### config.mk
export PLATFORM = sky130hd
export DESIGN_NAME = otter_cu_fsm_mc
export DESIGN_NICKNAME = d
export VERILOG_FILES = /design/src/rtl/otter_cu_fsm_mc.sv
export SDC_FILE = /design/constraint.sdc
export NUM_CORES = 1
export LEC_CHECK = 0
export ABC_AREA = 1
export CAP_MARGIN = 20
export CORE_UTILIZATION = 30
export DETAILED_ROUTE_END_ITERATION = 8
export PLACE_DENSITY = 0.64
export RECOVER_POWER = 100
export SYNTH_ARGS = -nofsm -noshare
export SYNTH_HDL_FRONTEND = slang
export SYNTH_SLANG_ARGS = --single-unit
### constraint.sdc
create_clock -name CU_CLK -period 1.3 [get_ports CU_CLK]
set_input_delay 0.26 -clock CU_CLK [delete_from_list [all_inputs] [get_ports CU_CLK]]
set_output_delay 0.26 -clock CU_CLK [all_outputs]
set_load 0.02 [all_outputs]
### src/rtl/otter_cu_fsm_mc.sv
// ---------------------------------------------------------------------------
// otter_cu_fsm_mc
//
// Multi-cycle control-unit FSM for the OTTER RISC-V core. It has four states:
// FETCH, EXECUTE, WB and INTER. It also sequences the ENCRY coprocessor
// instruction. That instruction runs either for a fixed count
// (COP_HANDSHAKE=0) or until CU_COP_DONE arrives, with a timeout
// (COP_HANDSHAKE=1).
//
// Ports
//   CU_CLK, CU_RESET_N : clock and asynchronous active-low reset
//   CU_INT, CU_prevINT : live and latched interrupt requests
//   CU_OPCODE          : IR[6:0]
//   CU_FUNC3           : IR[14:12]
//   CU_FUNC12          : IR[31:20]
//   CU_COP_DONE        : coprocessor done
//   CU_PCWRITE, CU_REGWRITE, CU_MEMWRITE, CU_MEMREAD1 (ifetch),
//   CU_MEMREAD2 (data read), CU_intTaken, CU_csrWrite, CU_intCLR,
//   CU_COP_START (start pulse), CU_COP_ERR (timeout pulse)
//   crypto_count       : current ENCRY EXECUTE-cycle index (registered)
//
// Handshake with the coprocessor:
//   CU_COP_START is high for exactly one cycle, the first ENCRY EXECUTE cycle.
//   In handshake mode, the coprocessor raises CU_COP_DONE in any ENCRY
//   EXECUTE cycle, including the START cycle. That cycle becomes the final
//   cycle. CU_COP_DONE is ignored everywhere else.
//
// Every output except crypto_count is combinational. Each one is gated by
// CU_RESET_N, so all outputs drop to 0 as soon as reset asserts.
// ---------------------------------------------------------------------------
module otter_cu_fsm_mc #(
    parameter int CRYPTO_CYCLES = 4,
    parameter int COP_HANDSHAKE = 0,
    parameter int COP_TIMEOUT   = 255,
    parameter int LOAD_WAIT     = 1,
    parameter int CNT_W         = 8
) (
    input  logic             CU_CLK,
    input  logic             CU_RESET_N,
    input  logic             CU_INT,
    input  logic             CU_prevINT,
    input  logic [6:0]       CU_OPCODE,
    input  logic [2:0]       CU_FUNC3,
    input  logic [11:0]      CU_FUNC12,
    input  logic             CU_COP_DONE,
    output logic             CU_PCWRITE,
    output logic             CU_REGWRITE,
    output logic             CU_MEMWRITE,
    output logic             CU_MEMREAD1,
    output logic             CU_MEMREAD2,
    output logic             CU_intTaken,
    output logic             CU_csrWrite,
    output logic             CU_intCLR,
    output logic             CU_COP_START,
    output logic             CU_COP_ERR,
    output logic [CNT_W-1:0] crypto_count
);

    localparam logic [6:0] OP_LUI    = 7'b0110111;
    localparam logic [6:0] OP_AUIPC  = 7'b0010111;
    localparam logic [6:0] OP_JAL    = 7'b1101111;
    localparam logic [6:0] OP_JALR   = 7'b1100111;
    localparam logic [6:0] OP_BRANCH = 7'b1100011;
    localparam logic [6:0] OP_LOAD   = 7'b0000011;
    localparam logic [6:0] OP_STORE  = 7'b0100011;
    localparam logic [6:0] OP_OPIMM  = 7'b0010011;
    localparam logic [6:0] OP_OP     = 7'b0110011;
    localparam logic [6:0] OP_SYSTEM = 7'b1110011;
    localparam logic [6:0] OP_ENCRY  = 7'b1011011;

    localparam logic [CNT_W-1:0] CNT_ONE     = CNT_W'(1);
    localparam logic [CNT_W-1:0] CRYPTO_LAST = CNT_W'(CRYPTO_CYCLES - 1);
    localparam logic [CNT_W-1:0] TIMEOUT_CNT = CNT_W'(COP_TIMEOUT);
    localparam logic [CNT_W-1:0] WB_LAST     = CNT_W'(LOAD_WAIT - 1);

    typedef enum logic [1:0] {
        ST_FETCH   = 2'd0,
        ST_EXECUTE = 2'd1,
        ST_WB      = 2'd2,
        ST_INTER   = 2'd3
    } state_t;

    state_t           state_q, state_d;
    logic [CNT_W-1:0] crypto_count_q, crypto_count_d;
    logic [CNT_W-1:0] wb_cnt_q, wb_cnt_d;

    // Raw (ungated) output decode.
    logic pc_write, reg_write, mem_write, mem_read1, mem_read2;
    logic int_taken, csr_write, int_clr, cop_start, cop_err;

    logic   is_mret;
    state_t exit_state;

    assign is_mret    = (CU_OPCODE == OP_SYSTEM) && (CU_FUNC3 == 3'b000) &&
                        (CU_FUNC12 == 12'h302);
    // An interrupt is only ever taken at an instruction boundary.
    assign exit_state = (CU_INT || CU_prevINT) ? ST_INTER : ST_FETCH;

    always_ff @(posedge CU_CLK or negedge CU_RESET_N) begin
        if (!CU_RESET_N) begin
            state_q        <= ST_FETCH;
            crypto_count_q <= '0;
            wb_cnt_q       <= '0;
        end else begin
            state_q        <= state_d;
            crypto_count_q <= crypto_count_d;
            wb_cnt_q       <= wb_cnt_d;
        end
    end

    always_comb begin
        state_d        = state_q;
        crypto_count_d = crypto_count_q;
        wb_cnt_d       = wb_cnt_q;
        pc_write       = 1'b0;
        reg_write      = 1'b0;
        mem_write      = 1'b0;
        mem_read1      = 1'b0;
        mem_read2      = 1'b0;
        int_taken      = 1'b0;
        csr_write      = 1'b0;
        int_clr        = 1'b0;
        cop_start      = 1'b0;
        cop_err        = 1'b0;

        case (state_q)
            ST_FETCH: begin
                mem_read1 = 1'b1;
                state_d   = ST_EXECUTE;
            end

            ST_EXECUTE: begin
                case (CU_OPCODE)
                    OP_LOAD: begin
                        mem_read2 = 1'b1;
                        wb_cnt_d  = '0;
                        state_d   = ST_WB;
                    end

                    OP_ENCRY: begin
                        cop_start = (crypto_count_q == '0);
                        if (COP_HANDSHAKE != 0) begin
                            // DONE takes priority over a timeout in the same cycle.
                            if (CU_COP_DONE) begin
                                pc_write       = 1'b1;
                                reg_write      = 1'b1;
                                int_clr        = 1'b1;
                                crypto_count_d = '0;
                                state_d        = exit_state;
                            end else if (crypto_count_q == TIMEOUT_CNT) begin
                                cop_err        = 1'b1;
                                pc_write       = 1'b1;
                                int_clr        = 1'b1;
                                crypto_count_d = '0;
                                state_d        = exit_state;
                            end else begin
                                crypto_count_d = crypto_count_q + CNT_ONE;
                            end
                        end else begin
                            if (crypto_count_q == CRYPTO_LAST) begin
                                pc_write       = 1'b1;
                                reg_write      = 1'b1;
                                int_clr        = 1'b1;
                                crypto_count_d = '0;
                                state_d        = exit_state;
                            end else begin
                                crypto_count_d = crypto_count_q + CNT_ONE;
                            end
                        end
                    end

                    default: begin
                        // Single-cycle instructions. Unlisted opcodes still
                        // advance the PC but write nothing.
                        pc_write = 1'b1;
                        int_clr  = 1'b1;
                        state_d  = exit_state;
                        case (CU_OPCODE)
                            OP_LUI, OP_AUIPC, OP_JAL, OP_JALR,
                            OP_OPIMM, OP_OP:  reg_write = 1'b1;
                            OP_STORE:         mem_write = 1'b1;
                            OP_SYSTEM: begin
                                reg_write = !is_mret;
                                csr_write = (CU_FUNC3 == 3'b001);
                            end
                            default:          reg_write = 1'b0;
                        endcase
                    end
                endcase
            end

            ST_WB: begin
                if (wb_cnt_q == WB_LAST) begin
                    reg_write = 1'b1;
                    pc_write  = 1'b1;
                    int_clr   = 1'b1;
                    wb_cnt_d  = '0;
                    state_d   = exit_state;
                end else begin
                    wb_cnt_d = wb_cnt_q + CNT_ONE;
                end
            end

            ST_INTER: begin
                pc_write  = 1'b1;
                int_taken = 1'b1;
                int_clr   = 1'b1;
                state_d   = ST_FETCH;
            end

            default: state_d = ST_FETCH;
        endcase
    end

    assign CU_PCWRITE   = pc_write  & CU_RESET_N;
    assign CU_REGWRITE  = reg_write & CU_RESET_N;
    assign CU_MEMWRITE  = mem_write & CU_RESET_N;
    assign CU_MEMREAD1  = mem_read1 & CU_RESET_N;
    assign CU_MEMREAD2  = mem_read2 & CU_RESET_N;
    assign CU_intTaken  = int_taken & CU_RESET_N;
    assign CU_csrWrite  = csr_write & CU_RESET_N;
    assign CU_intCLR    = int_clr   & CU_RESET_N;
    assign CU_COP_START = cop_start & CU_RESET_N;
    assign CU_COP_ERR   = cop_err   & CU_RESET_N;
    assign crypto_count = crypto_count_q;

endmodule

After elaboration in Yosys (flattened, before gate mapping)
Cells that the tools add are included.
- flip-flop bits (word level): 18
- input port bits: 27
- output and inout bits: 18
- logic and storage cells: 74
- multiplexer cells: 28
- add/subtract/negate cells: 2
- bitwise operators: 8
- reduce and logical (&&, ||, !) cells: 14
- equality and inequality tests: 19
- operator list (kind ; number):
    equality test 7 bit, second input constant ; 4
    2-to-1 mux 8 bit ; 3
    equality test 7 x 6 -> 1 bit, second input constant ; 3
    adder 8 x 1 -> 8 bit, second input constant ; 2
    zero test 8 bit ; 2
    case mux 8 bit (2 select lines) ; 1
    equality test 7 x 5 -> 1 bit, second input constant ; 2
    2-to-1 mux 1 bit ; 14
    equality test 12 x 10 -> 1 bit, second input constant ; 1
    AND 1 bit ; 8
    equality test 8 x 2 -> 1 bit, second input constant ; 1
    case mux 1 bit (2 select lines) ; 4
    case mux 2 bit (4 select lines) ; 1
    equality test 7 x 2 -> 1 bit, second input constant ; 1
    2-to-1 mux 2 bit ; 3
    AND reduction 2 bit ; 3
    OR reduction 6 bit ; 1
    equality test 2 bit, second input constant ; 2
    inequality test 2 bit, second input constant ; 2
    case mux 2 bit (2 select lines) ; 1
    equality test 3 x 1 -> 1 bit, second input constant ; 1
    zero test 3 bit ; 1
    inequality test 3 bit, second input constant ; 1
    case mux 1 bit (3 select lines) ; 1
    other kinds (7) ; 8

Logic depth before layout (Yosys ltp)
Gate-level depths: netlist of run 1.
- depth after elaboration: 8
- depth in mapped cells: 9

Worst setup path after synthesis of run 1
No wires, ideal clock.
- path type: register -> output
- start: register crypto_count_q[1], in the netlist crypto_count[1]
- end: output CU_intCLR
- stages on the path, launching flop included: 9
- slack: -0.611 ns
- arrival: 1.651 ns
- path buffers: 1
- path through: dfrtp_1 -> ha_1 -> inv_1 -> nor2_1 -> nor2_1 -> nor2_1 -> inv_1 -> a21oi_1 -> buf_4
- longest elaborated chain between the ends: 5
- ends and longest elaborated chain (what ; line ; text):
    from (decl) ; 84 ; logic [CNT_W-1:0] crypto_count_q, crypto_count_d;
    from (signal assigned) ; 106 ; crypto_count_q <= crypto_count_d;
    equality test 8 x 2 -> 1 bit ; 160 ; if (crypto_count_q == CRYPTO_LAST) begin
    2-to-1 mux 1 bit ; -- ;
    case mux 1 bit (2 select lines) ; -- ;
    case mux 1 bit (3 select lines) ; -- ;
    AND 1 bit ; -- ;
    to (decl) ; 53 ; output logic CU_intCLR,
No other way between the ends.

Worst setup path after layout of run 1
- start: register crypto_count_q[3], in the netlist crypto_count[3]
- end: output CU_REGWRITE
- longest elaborated chain between the ends: 5
- ends and longest elaborated chain (what ; line ; text):
    equality test 8 x 2 -> 1 bit ; 160 ;
    2-to-1 mux 1 bit ; 160 ;
    case mux 1 bit (2 select lines) ; 133 ; case (CU_OPCODE)
    case mux 1 bit (2 select lines) ; 126 ; case (state_q)
    AND 1 bit ; 216 ; assign CU_REGWRITE = reg_write & CU_RESET_N;
    to (decl) ; 47 ; output logic CU_REGWRITE,
No other way between the ends.

==> results.sh, run 1 <==
export IMPL_die_x_um=70.7
export IMPL_pwr_share_seq_pct=24.1
export IMPL_switching_power_w=0.00109
export IMPL_syn_num_nets=239
export IMPL_critPathCaptureType="output pin"
export IMPL_fill_cells=422
export IMPL_num_rows=24
export IMPL_synthArstFlopShare_pct=100
export IMPL_synth_ff_type="dfrtp_1"
export IMPL_first_pass_iters=5
export IMPL_crit_fanout=2
export IMPL_synth_largest_area_cell="dfrtp_1"
export IMPL_ys_warn_count=0
export IMPL_synthDistinctLibCells=28
export IMPL_stdcell_area_um2=2620
export IMPL_yosys_top_cells_count="41 x nand2_1, 29 x nor2_1, 28 x inv_1, 18 x dfrtp_1, 16 x nand3_1"
export IMPL_antenna_found_initial=0
export IMPL_cpMostUsedCell="nor2_1"
export IMPL_drt_initial_drc_count=31
export IMPL_outcome="finished, violations left"
export IMPL_finClkSkew_ns=0.00133
export IMPL_drive_above_1_share_pct=46.7
export IMPL_grt_pass1_wl_mm=6.69
export IMPL_leakage_nw=1.28
export IMPL_critPathRequiredTime_ns=1.04
export IMPL_synth_most_common_cell="nand2_1"
export IMPL_clk_pin_slew_ns=0.07
export IMPL_timing_rr_end="wb_cnt_q[7]"
export IMPL_worst_slack_ns=-0.526
export IMPL_min_period_over_period_pct=140
export IMPL_drcViolationCount=0
export IMPL_synth_top_area_share_pct=31.8
export IMPL_peakVddDrop_mv=0.444
export IMPL_worstMarginPinSlew_ns=0.710
export IMPL_root_buffer="clkbuf_8"
export IMPL_crit_chain="nor2_4, nand3_2, nor2_2, nor2_1, nor2_1, nand2_1, a21oi_4, buf_6"
export IMPL_grt_total_usage_pct=16.7
export IMPL_slew_headroom_pct=52.6
export IMPL_fin_crit_ns=1.83
export IMPL_ioPinCount=45
export IMPL_drtAntennaViolNets=0
export IMPL_areaGrowthSynthToFinish_pct=84.8
export IMPL_numCtsBuffers=3
export IMPL_io_buffers=42
export IMPL_r2r_cells=8
export IMPL_slowest_stage="dfrtp_2"
export IMPL_dieArea_um2=5000
export IMPL_place_gp_congestion=0.775
export IMPL_rsz0062_at_grt="yes"
export IMPL_combPwrFrac_pct=59.7
export IMPL_critical_path_arrival_ns=1.57
export IMPL_placed_cell_area_um2=2360
export IMPL_avgSynthCellArea_um2=6.97
export IMPL_cts_tree="done"
export IMPL_grt_overflow_total=0
export IMPL_reg2reg_from="state_q[1]"
export IMPL_synth_edf_count=0
export IMPL_reg2reg_slack_ns=-0.18
export IMPL_instances_no_fill=354
export IMPL_slowest_delay_ns=0.43
export IMPL_die_h_um=70.7
export IMPL_yosys_top_cells_area="dfrtp_1 32%, nand2_1 11%, ha_1 8.0%, nor2_1 7.7%, inv_1 7.4%"
export IMPL_clockPowerShare_pct=16.2
export IMPL_wirelength_mm=3.88
export IMPL_h_tree_depth=1
export IMPL_p_int_w=0.00172
export IMPL_p_sw_share_pct=38.9
export IMPL_syn_inst=203
export IMPL_hold_viol=0
export IMPL_drv_slew=0
export IMPL_vias_per_cell=4.59
export IMPL_grt_start_max_net_pins=13
export IMPL_core_um2=4440
export IMPL_start_util_pct=31.8
export IMPL_dp_cells=345
export IMPL_hold_slack_ns=0.405
export IMPL_wl_per_cell_um=10.9
export IMPL_powerDensity_nw_per_um2=1080
export IMPL_cts_buffer_depth=2
export IMPL_hp_class="in -> async"
export IMPL_synth_seq_area_share_pct=31.8
export IMPL_setup_viol=27
export IMPL_netlist_area_um2=1420
export IMPL_clk_latency_ns=0.25
export IMPL_cts_sinks=18
export IMPL_startpoint_type="flop"
export IMPL_diodes=0
export IMPL_cap_violations=0
export IMPL_ys_ff_latch=18
export IMPL_violations="setup timing"
export IMPL_dpl_hpwl_mm=3.15
export IMPL_vias=1625
export IMPL_fin_nets=339
export IMPL_path_class="reg -> out"
export IMPL_fmax_mhz=548
export IMPL_grt_pass1_vias=1635
[stage by stage]
stage / TNS [ns] / power, W / utilization [%] / worst slack (ns)
2_1_floorplan: -1.69 / 0.00134 / - / -0.332
3_3_place_gp: -16.03 / 0.00200 / 53.0 / -1.04
3_5_place_dp: -16.48 / 0.00202 / 53.0 / -1.05
4_1_cts: -5.30 / 0.00273 / 57.2 / -0.593
5_1_grt: -7.60 / 0.00301 / 58.8 / -0.618
6_report: -5.54 / 0.00281 / 58.8 / -0.526
[power by group through the flow]
stage | logic, W | registers [W] | clock network [W]
6_report | 0.00168 | 0.000678 | 0.000455
3_3_place_gp | 0.00134 | 0.000659 | 0
2_1_floorplan | 0.000643 | 0.000694 | 0
5_1_grt | 0.00183 | 0.000686 | 0.000495
3_5_place_dp | 0.00136 | 0.000655 | 0
4_1_cts | 0.00159 | 0.000669 | 0.000471
[cells by family after synthesis]
logic type	Yosys count	synth area share, %
adder cells (fa/ha/maj)	9	7.96
buffers and inverters	37	11.0
AO/OA/AOI/OAI	24	9.64
XOR/XNOR	7	4.33
other	1	0.265
flip-flops	18	31.8
AND/OR/NAND/NOR	107	35.0
[sequential cells by signal (all words and copies together) (netlist names)]
| name | count |
|---|---|
| wb_cnt_q | 8 |
| state_q | 2 |
| crypto_count | 8 |
[placed cells by master (no fill, tap or decap), types with 3 or more instances in the layout]
cell type,n
dlygate4sd2_1,8
nor2_4,9
dfrtp_2,8
buf_4,47
nand3_2,6
nand2_1,33
nor2_2,4
xor2_1,3
dfrtp_1,10
clkbuf_1,3
clkdlybuf4s50_1,17
nor2_1,20
nand2_2,9
ha_1,5
nand3_1,10
ha_4,4
o21ai_1,11
nand4_1,6
nand2_4,4
clkbuf_8,4
xnor2_1,4
inv_1,20
inv_2,10
a21oi_1,4
a21oi_2,3
clkbuf_2,8
buf_6,14
[repair_timing]
action | 4_1_cts | 5_1_grt
hold buffers | 0 | 0
pin swaps | 13 | 12
setup buffers | 5 | 0
gates resized for setup | 133 | 31
setup endpoints to repair | 35 | 27
[final cells by class]
| cell class | count | area [µm²] | share of cell area (%) |
|---|---|---|---|
| Clock buffer | 4 | 55.1 | 2.11 |
| Inverter | 33 | 136 | 5.22 |
| Multi-Input combinational cell | 148 | 1060 | 40.4 |
| Sequential cell | 18 | 460 | 17.6 |
| Tap cell | 52 | 65.1 | 2.49 |
| Timing Repair Buffer | 99 | 842 | 32.2 |
[worst max-delay path, delay by kind of cell (launching register included)]
kind | cells | cell delay [ns]
AO/OA/AOI/OAI | 1 | 0.13
buffers and inverters | 1 | 0.13
flip-flops | 1 | 0.43
AND/OR/NAND/NOR | 6 | 0.62
[metal layers]
layer | up-vias | wire (µm) | global-route usage (%) | share of wire [%]
met5 | - | 0 | 0 | 0
met4 | 0 | 59 | 8.00 | 1.5
met3 | 4 | 129 | 2.42 | 3.3
met2 | 33 | 2060 | 29.5 | 53
met1 | 750 | 1630 | 19.9 | 42
li1 | 838 | - | - | -
[worst max-delay path by stage]
stage | slack [ns] | endpoint | from
after floorplan | -0.33 | CU_intCLR | crypto_count[4]
after global placement | -1.04 | CU_REGWRITE | CU_OPCODE[5]
after detailed placement | -1.05 | CU_REGWRITE | CU_OPCODE[3]
after CTS | -0.59 | CU_REGWRITE | crypto_count[2]
after global routing | -0.62 | CU_REGWRITE | crypto_count[4]
final | -0.53 | CU_REGWRITE | crypto_count[3]
Note: power is estimated with default switching activity, not from simulation.
==> inputs of run 2 (changes only) <==
--- a/config.mk
+++ b/config.mk
@@ -11,6 +11,7 @@
 export DETAILED_ROUTE_END_ITERATION = 8
 export PLACE_DENSITY = 0.64
 export RECOVER_POWER = 100
+export REMOVE_ABC_BUFFERS = 1
 export SYNTH_ARGS = -nofsm -noshare
 export SYNTH_HDL_FRONTEND = slang
 export SYNTH_SLANG_ARGS = --single-unit
==> run 2 against run 1 <==
The run ends with DRC, setup timing left. Register-to-register slack got worse by 0.03 ns. Non-clock buffer count fell by 3. Final cell count fell by 0.85%. Largest power group unchanged. Critical path depth did not move. Highest routed layer unchanged.
==> results.sh, run 2 (same netlist as run 1, synthesis figures left out) <==
export IMPL_rsz0062_at_grt="yes"
export IMPL_wl_per_cell_um=11.8
export IMPL_cts_buffer_depth=2
export IMPL_fin_crit_ns=1.78
export IMPL_drcViolationCount=7
export IMPL_grt_overflow_total=0
export IMPL_final_common_cell="buf_4"
export IMPL_critPathRequiredTime_ns=1.04
export IMPL_instances_no_fill=351
export IMPL_leakage_nw=1.26
export IMPL_worstMarginPinSlew_ns=0.675
export IMPL_areaGrowthSynthToFinish_pct=82.3
export IMPL_critical_path_arrival_ns=1.52
export IMPL_drv_slew=0
export IMPL_timing_rr_end="crypto_count[7]"
export IMPL_grt_pass1_wl_mm=6.58
export IMPL_slowest_stage="dfrtp_1"
export IMPL_cts_sinks=18
export IMPL_finClkSkew_ns=0.00135
export IMPL_first_pass_iters=6
export IMPL_root_buffer="clkbuf_8"
export IMPL_worst_slack_ns=-0.484
export IMPL_start_util_pct=31.8
export IMPL_startpoint_type="flop"
export IMPL_critPathCaptureType="output pin"
export IMPL_drive_above_1_share_pct=43.8
export IMPL_crit_fanout=2
export IMPL_dieArea_um2=5000
export IMPL_ioPinCount=45
export IMPL_grt_start_max_net_pins=13
export IMPL_fin_nets=336
export IMPL_min_period_over_period_pct=137
export IMPL_io_buffers=42
export IMPL_slew_headroom_pct=55.0
export IMPL_p_int_w=0.00177
export IMPL_cpMostUsedCell="nor2_2"
export IMPL_vias=1622
export IMPL_diodes=0
export IMPL_h_tree_depth=1
export IMPL_clk_latency_ns=0.25
export IMPL_pwr_share_seq_pct=22.4
export IMPL_ctsHoldBuffers=0
export IMPL_die_x_um=70.7
export IMPL_path_class="reg -> out"
export IMPL_mostFrequentLayoutCells="43 x buf_4, 33 x nand2_1, 21 x nor2_1, 19 x inv_1, 18 x dfrtp_1"
export IMPL_drt_initial_drc_count=75
export IMPL_cap_violations=0
export IMPL_clockPowerShare_pct=16.1
export IMPL_place_gp_congestion=0.762
export IMPL_antenna_found_initial=0
export IMPL_setup_viol=27
export IMPL_fmax_mhz=561
export IMPL_clk_pin_slew_ns=0.07
export IMPL_hold_viol=0
export IMPL_die_h_um=70.7
export IMPL_r2r_cells=8
export IMPL_crit_chain="nor2_1, nand3_1, nor2_2, nor2_2, nor2_2, inv_1, a21oi_2, buf_4"
export IMPL_grt_total_usage_pct=16.4
export IMPL_powerDensity_nw_per_um2=1130
export IMPL_grt_pass1_vias=1538
export IMPL_reg2reg_from="state_q[1]"
export IMPL_slowest_delay_ns=0.38
export IMPL_hp_class="in -> async"
export IMPL_dp_cells=337
export IMPL_reg2reg_slack_ns=-0.21
export IMPL_core_um2=4440
export IMPL_combPwrFrac_pct=61.5
export IMPL_numCtsBuffers=3
export IMPL_wirelength_mm=4.16
export IMPL_dpl_hpwl_mm=2.95
export IMPL_vias_per_cell=4.62
export IMPL_dp_slack_ns=-1.08
export IMPL_switching_power_w=0.00114
export IMPL_peakVddDrop_mv=0.643
export IMPL_outcome="finished, violations left"
export IMPL_p_sw_share_pct=39.2
export IMPL_drtAntennaViolNets=0
export IMPL_num_rows=24
export IMPL_cts_tree="done"
export IMPL_violations="DRC, setup timing"
[run 2: per-stage QoR]
stage                     hold WS (ns)  util, %  total power [W]  cell area [µm²]  setup TNS [ns]
after global placement           0.552     49.8          0.00186             2210          -15.59
after detailed placement         0.562     49.8          0.00187             2210          -16.04
after global routing             0.360     58.1          0.00310             2580           -7.88
after floorplan                -0.0356        -          0.00121             1380           -4.01
after CTS                        0.152     53.3          0.00255             2370           -6.72
final                            0.335     58.1          0.00290             2580           -5.67
[run 2: cell type report]
type	count	area, µm²
multi-input cells	148	1060
fillers	413	1860
inverters	33	141
clock buffers	4	55.1
repair buffers	96	805
flip-flops and latches	18	450
well taps	52	65.1
[run 2: worst max path at each step]
stage | start | endpoint | slack [ns] | cells after the start
final | crypto_count[5] | CU_PCWRITE | -0.48 | 8
after global routing | crypto_count[7] | CU_intCLR | -0.66 | 8
after CTS | crypto_count[5] | CU_PCWRITE | -0.52 | 8
after detailed placement | CU_OPCODE[3] | CU_PCWRITE | -1.08 | 10
after global placement | CU_OPCODE[5] | CU_REGWRITE | -1.07 | 9
after floorplan | crypto_count[1] | CU_PCWRITE | -0.62 | 7
[run 2: power groups by stage]
stage,clock network (W),registers (W),logic (W)
floorplan,0,0.000690,0.000517
global placement,0,0.000645,0.00121
detailed placement,0,0.000648,0.00122
CTS,0.000477,0.000641,0.00143
global route,0.000504,0.000659,0.00194
finish,0.000467,0.000651,0.00179
[run 2: critical path, delay by kind of cell, from the launching register on]
kind,cells,cell delay [ns]
simple gates,5,0.51
flops,1,0.38
buf+inv,2,0.22
compound gates,1,0.15
[run 2: per-layer routing]
| metal | GRT usage, % | part of all wire, % | up-vias |
|---|---|---|---|
| li1 | - | - | 834 |
| met1 | 21.0 | 45 | 766 |
| met2 | 29.0 | 53 | 20 |
| met3 | 3.13 | 2.2 | 2 |
| met4 | 2.67 | 0.31 | 0 |
| met5 | 0 | 0 | - |
[run 2: repair_timing]
action | CTS | global route
buffers inserted | 5 | 10
endpoints found under the setup margin | 35 | 31
gates resized for setup | 113 | 72
gates cloned | 0 | 0
endpoints found under the hold margin | 0 | 0
pin swaps | 13 | 25
==> inputs of run 3 (changes only) <==
--- a/config.mk
+++ b/config.mk
@@ -7,10 +7,11 @@
 export LEC_CHECK = 0
 export ABC_AREA = 1
 export CAP_MARGIN = 20
+export CORE_ASPECT_RATIO = 1.1
 export CORE_UTILIZATION = 30
 export DETAILED_ROUTE_END_ITERATION = 8
 export PLACE_DENSITY = 0.64
-export RECOVER_POWER = 100
+export RECOVER_POWER = 25
 export REMOVE_ABC_BUFFERS = 1
 export SYNTH_ARGS = -nofsm -noshare
 export SYNTH_HDL_FRONTEND = slang
==> run 3 against run 2 <==
The flow finishes with violations (setup timing). Utilization is 0.33 points higher. Non-clock buffer count is 1 lower. Sequential power hardly changed. Clock power hardly changed. Count of clock-buffer cells in the layout stayed put. Critical path depth stayed put. Cell area is 0.19% lower. Worst hold slack worse by 0.13 ns. Routed wire length hardly changed. Critical path type unchanged.
==> results.sh, run 3 (same netlist as run 1, synthesis figures left out) <==
export IMPL_die_h_um=74.0
export IMPL_mostFrequentLayoutCells="42 x buf_4, 31 x nand2_1, 23 x nor2_1, 21 x inv_1, 19 x buf_6"
export IMPL_timing_rr_end="crypto_count[7]"
export IMPL_dpl_hpwl_mm=2.88
export IMPL_placed_cell_area_um2=2190
export IMPL_stdcell_area_um2=2570
export IMPL_multiInputGateArea_um2=1010
export IMPL_fmax_mhz=553
export IMPL_antenna_found_initial=0
export IMPL_fin_nets=335
export IMPL_drtAntennaViolNets=0
export IMPL_reg2reg_from="state_q[1]"
export IMPL_ioPinCount=45
export IMPL_start_util_pct=32.1
export IMPL_dp_slack_ns=-1.07
export IMPL_grt_start_max_net_pins=17
export IMPL_critPathRequiredTime_ns=1.04
export IMPL_vias=1649
export IMPL_leakage_nw=1.26
export IMPL_numCtsBuffers=3
export IMPL_cts_sinks=18
export IMPL_powerDensity_nw_per_um2=1140
export IMPL_io_buffers=42
export IMPL_wl_per_cell_um=11.8
export IMPL_crit_chain="nor2_1, nand3_1, nor2_1, nor2_2, nor2_2, inv_1, a21oi_2, buf_4"
export IMPL_drt_initial_drc_count=47
export IMPL_place_gp_congestion=0.791
export IMPL_slowest_delay_ns=0.39
export IMPL_clk_pin_slew_ns=0.07
export IMPL_areaGrowthSynthToFinish_pct=82.0
export IMPL_layout_area_seq_um2=450
export IMPL_hp_class="in -> async"
export IMPL_drv_slew=0
export IMPL_fill_cells=380
export IMPL_h_tree_depth=1
export IMPL_min_period_over_period_pct=139
export IMPL_grt_total_usage_pct=18.3
export IMPL_critical_path_arrival_ns=1.55
export IMPL_path_class="reg -> out"
export IMPL_slowest_stage="dfrtp_1"
export IMPL_num_rows=25
export IMPL_diodes=0
export IMPL_report_power_total_w=0.00294
export IMPL_final_common_cell="buf_4"
export IMPL_hold_viol=0
export IMPL_grt_pass1_vias=1719
export IMPL_grt_overflow_total=0
export IMPL_drive_above_1_share_pct=43.6
export IMPL_crit_fanout=2
export IMPL_grt_pass1_wl_mm=7.09
export IMPL_vias_per_cell=4.68
export IMPL_r2r_cells=9
export IMPL_cts_tree="done"
export IMPL_cts_buffer_depth=2
export IMPL_cap_violations=0
export IMPL_peakVddDrop_mv=0.917
export IMPL_outcome="finished, violations left"
export IMPL_critPathCaptureType="output pin"
export IMPL_ctsHoldBuffers=0
export IMPL_finClkSkew_ns=0.00171
export IMPL_worst_slack_ns=-0.510
export IMPL_reg2reg_slack_ns=-0.27
export IMPL_die_x_um=67.5
export IMPL_wirelength_mm=4.16
export IMPL_violations="setup timing"
export IMPL_drcViolationCount=0
export IMPL_root_buffer="clkbuf_8"
export IMPL_fin_crit_ns=1.81
export IMPL_clk_latency_ns=0.25
export IMPL_startpoint_type="flop"
export IMPL_setup_viol=27
export IMPL_first_pass_iters=4
export IMPL_hold_slack_ns=0.205
export IMPL_core_um2=4410
export IMPL_dieArea_um2=5000
export IMPL_rsz0062_at_grt="yes"
[run 3: cell count changes in the layout (fill, tap and decap cells not counted), sizes merged]
| cell | before | now |
|---|---|---|
| clkbuf | 17 | 6 |
| buf | 58 | 68 |
| clkdlybuf4s15 | 1 | 0 |
| dlygate4sd2 | 7 | 8 |
[run 3: critical path: cells and delay by family (launching register included)]
family | cells | cell delay, ns
buffers and inverters | 2 | 0.22
AOI/OAI and AO/OA | 1 | 0.14
DFF | 1 | 0.39
and+or+nand+nor | 5 | 0.55
[run 3: worst max path at each step]
| stage | end | startpoint | depth (start not counted) |
|---|---|---|---|
| 6_report | CU_intCLR | crypto_count[6] | 8 |
| 5_1_grt | CU_PCWRITE | crypto_count[5] | 8 |
| 4_1_cts | CU_intCLR | crypto_count[5] | 8 |
| 3_5_place_dp | CU_intCLR | CU_OPCODE[5] | 8 |
| 3_3_place_gp | CU_PCWRITE | CU_OPCODE[5] | 8 |
| 2_1_floorplan | CU_PCWRITE | crypto_count[1] | 7 |
[run 3: area by class of cell]
| type | instances | share of cell area [%] |
|---|---|---|
| clock buffers | 4 | 2.14 |
| inverters | 33 | 5.59 |
| multi-input cells | 148 | 39.4 |
| flip-flops and latches | 18 | 17.5 |
| well taps | 54 | 2.62 |
| repair buffers | 95 | 32.8 |
[run 3: what timing repair did]
item / CTS / global route
setup buffers: 9 / 6
gates resized for setup: 146 / 39
pin swaps: 11 / 6
cloned: 2 / 0
setup endpoints to repair: 35 / 34
hold endpoints to repair: 0 / 0
[run 3: power breakdown]
group,switching (W),internal [W],leakage (nW)
registers,0.0000409,0.000609,0.239
logic,0.000902,0.000916,0.995
clock network,0.000199,0.000269,0.0288
[run 3: routing by layer]
metal	global-route usage (%)	share of wire, %
met5	0	0
met4	5.91	1.3
met3	3.68	2.8
met2	33.9	53
met1	20.5	43
[run 3: metrics by stage]
| stage | util [%] | cells | TNS (ns) |
|---|---|---|---|
| final | 58.4 | 352 | -6.98 |
| after global routing | 58.4 | 352 | -9.21 |
| after CTS | 57.5 | 351 | -6.75 |
| after detailed placement | 49.7 | 336 | -15.42 |
| after global placement | 49.7 | 336 | -15.31 |
| after floorplan | - | 199 | -4.01 |
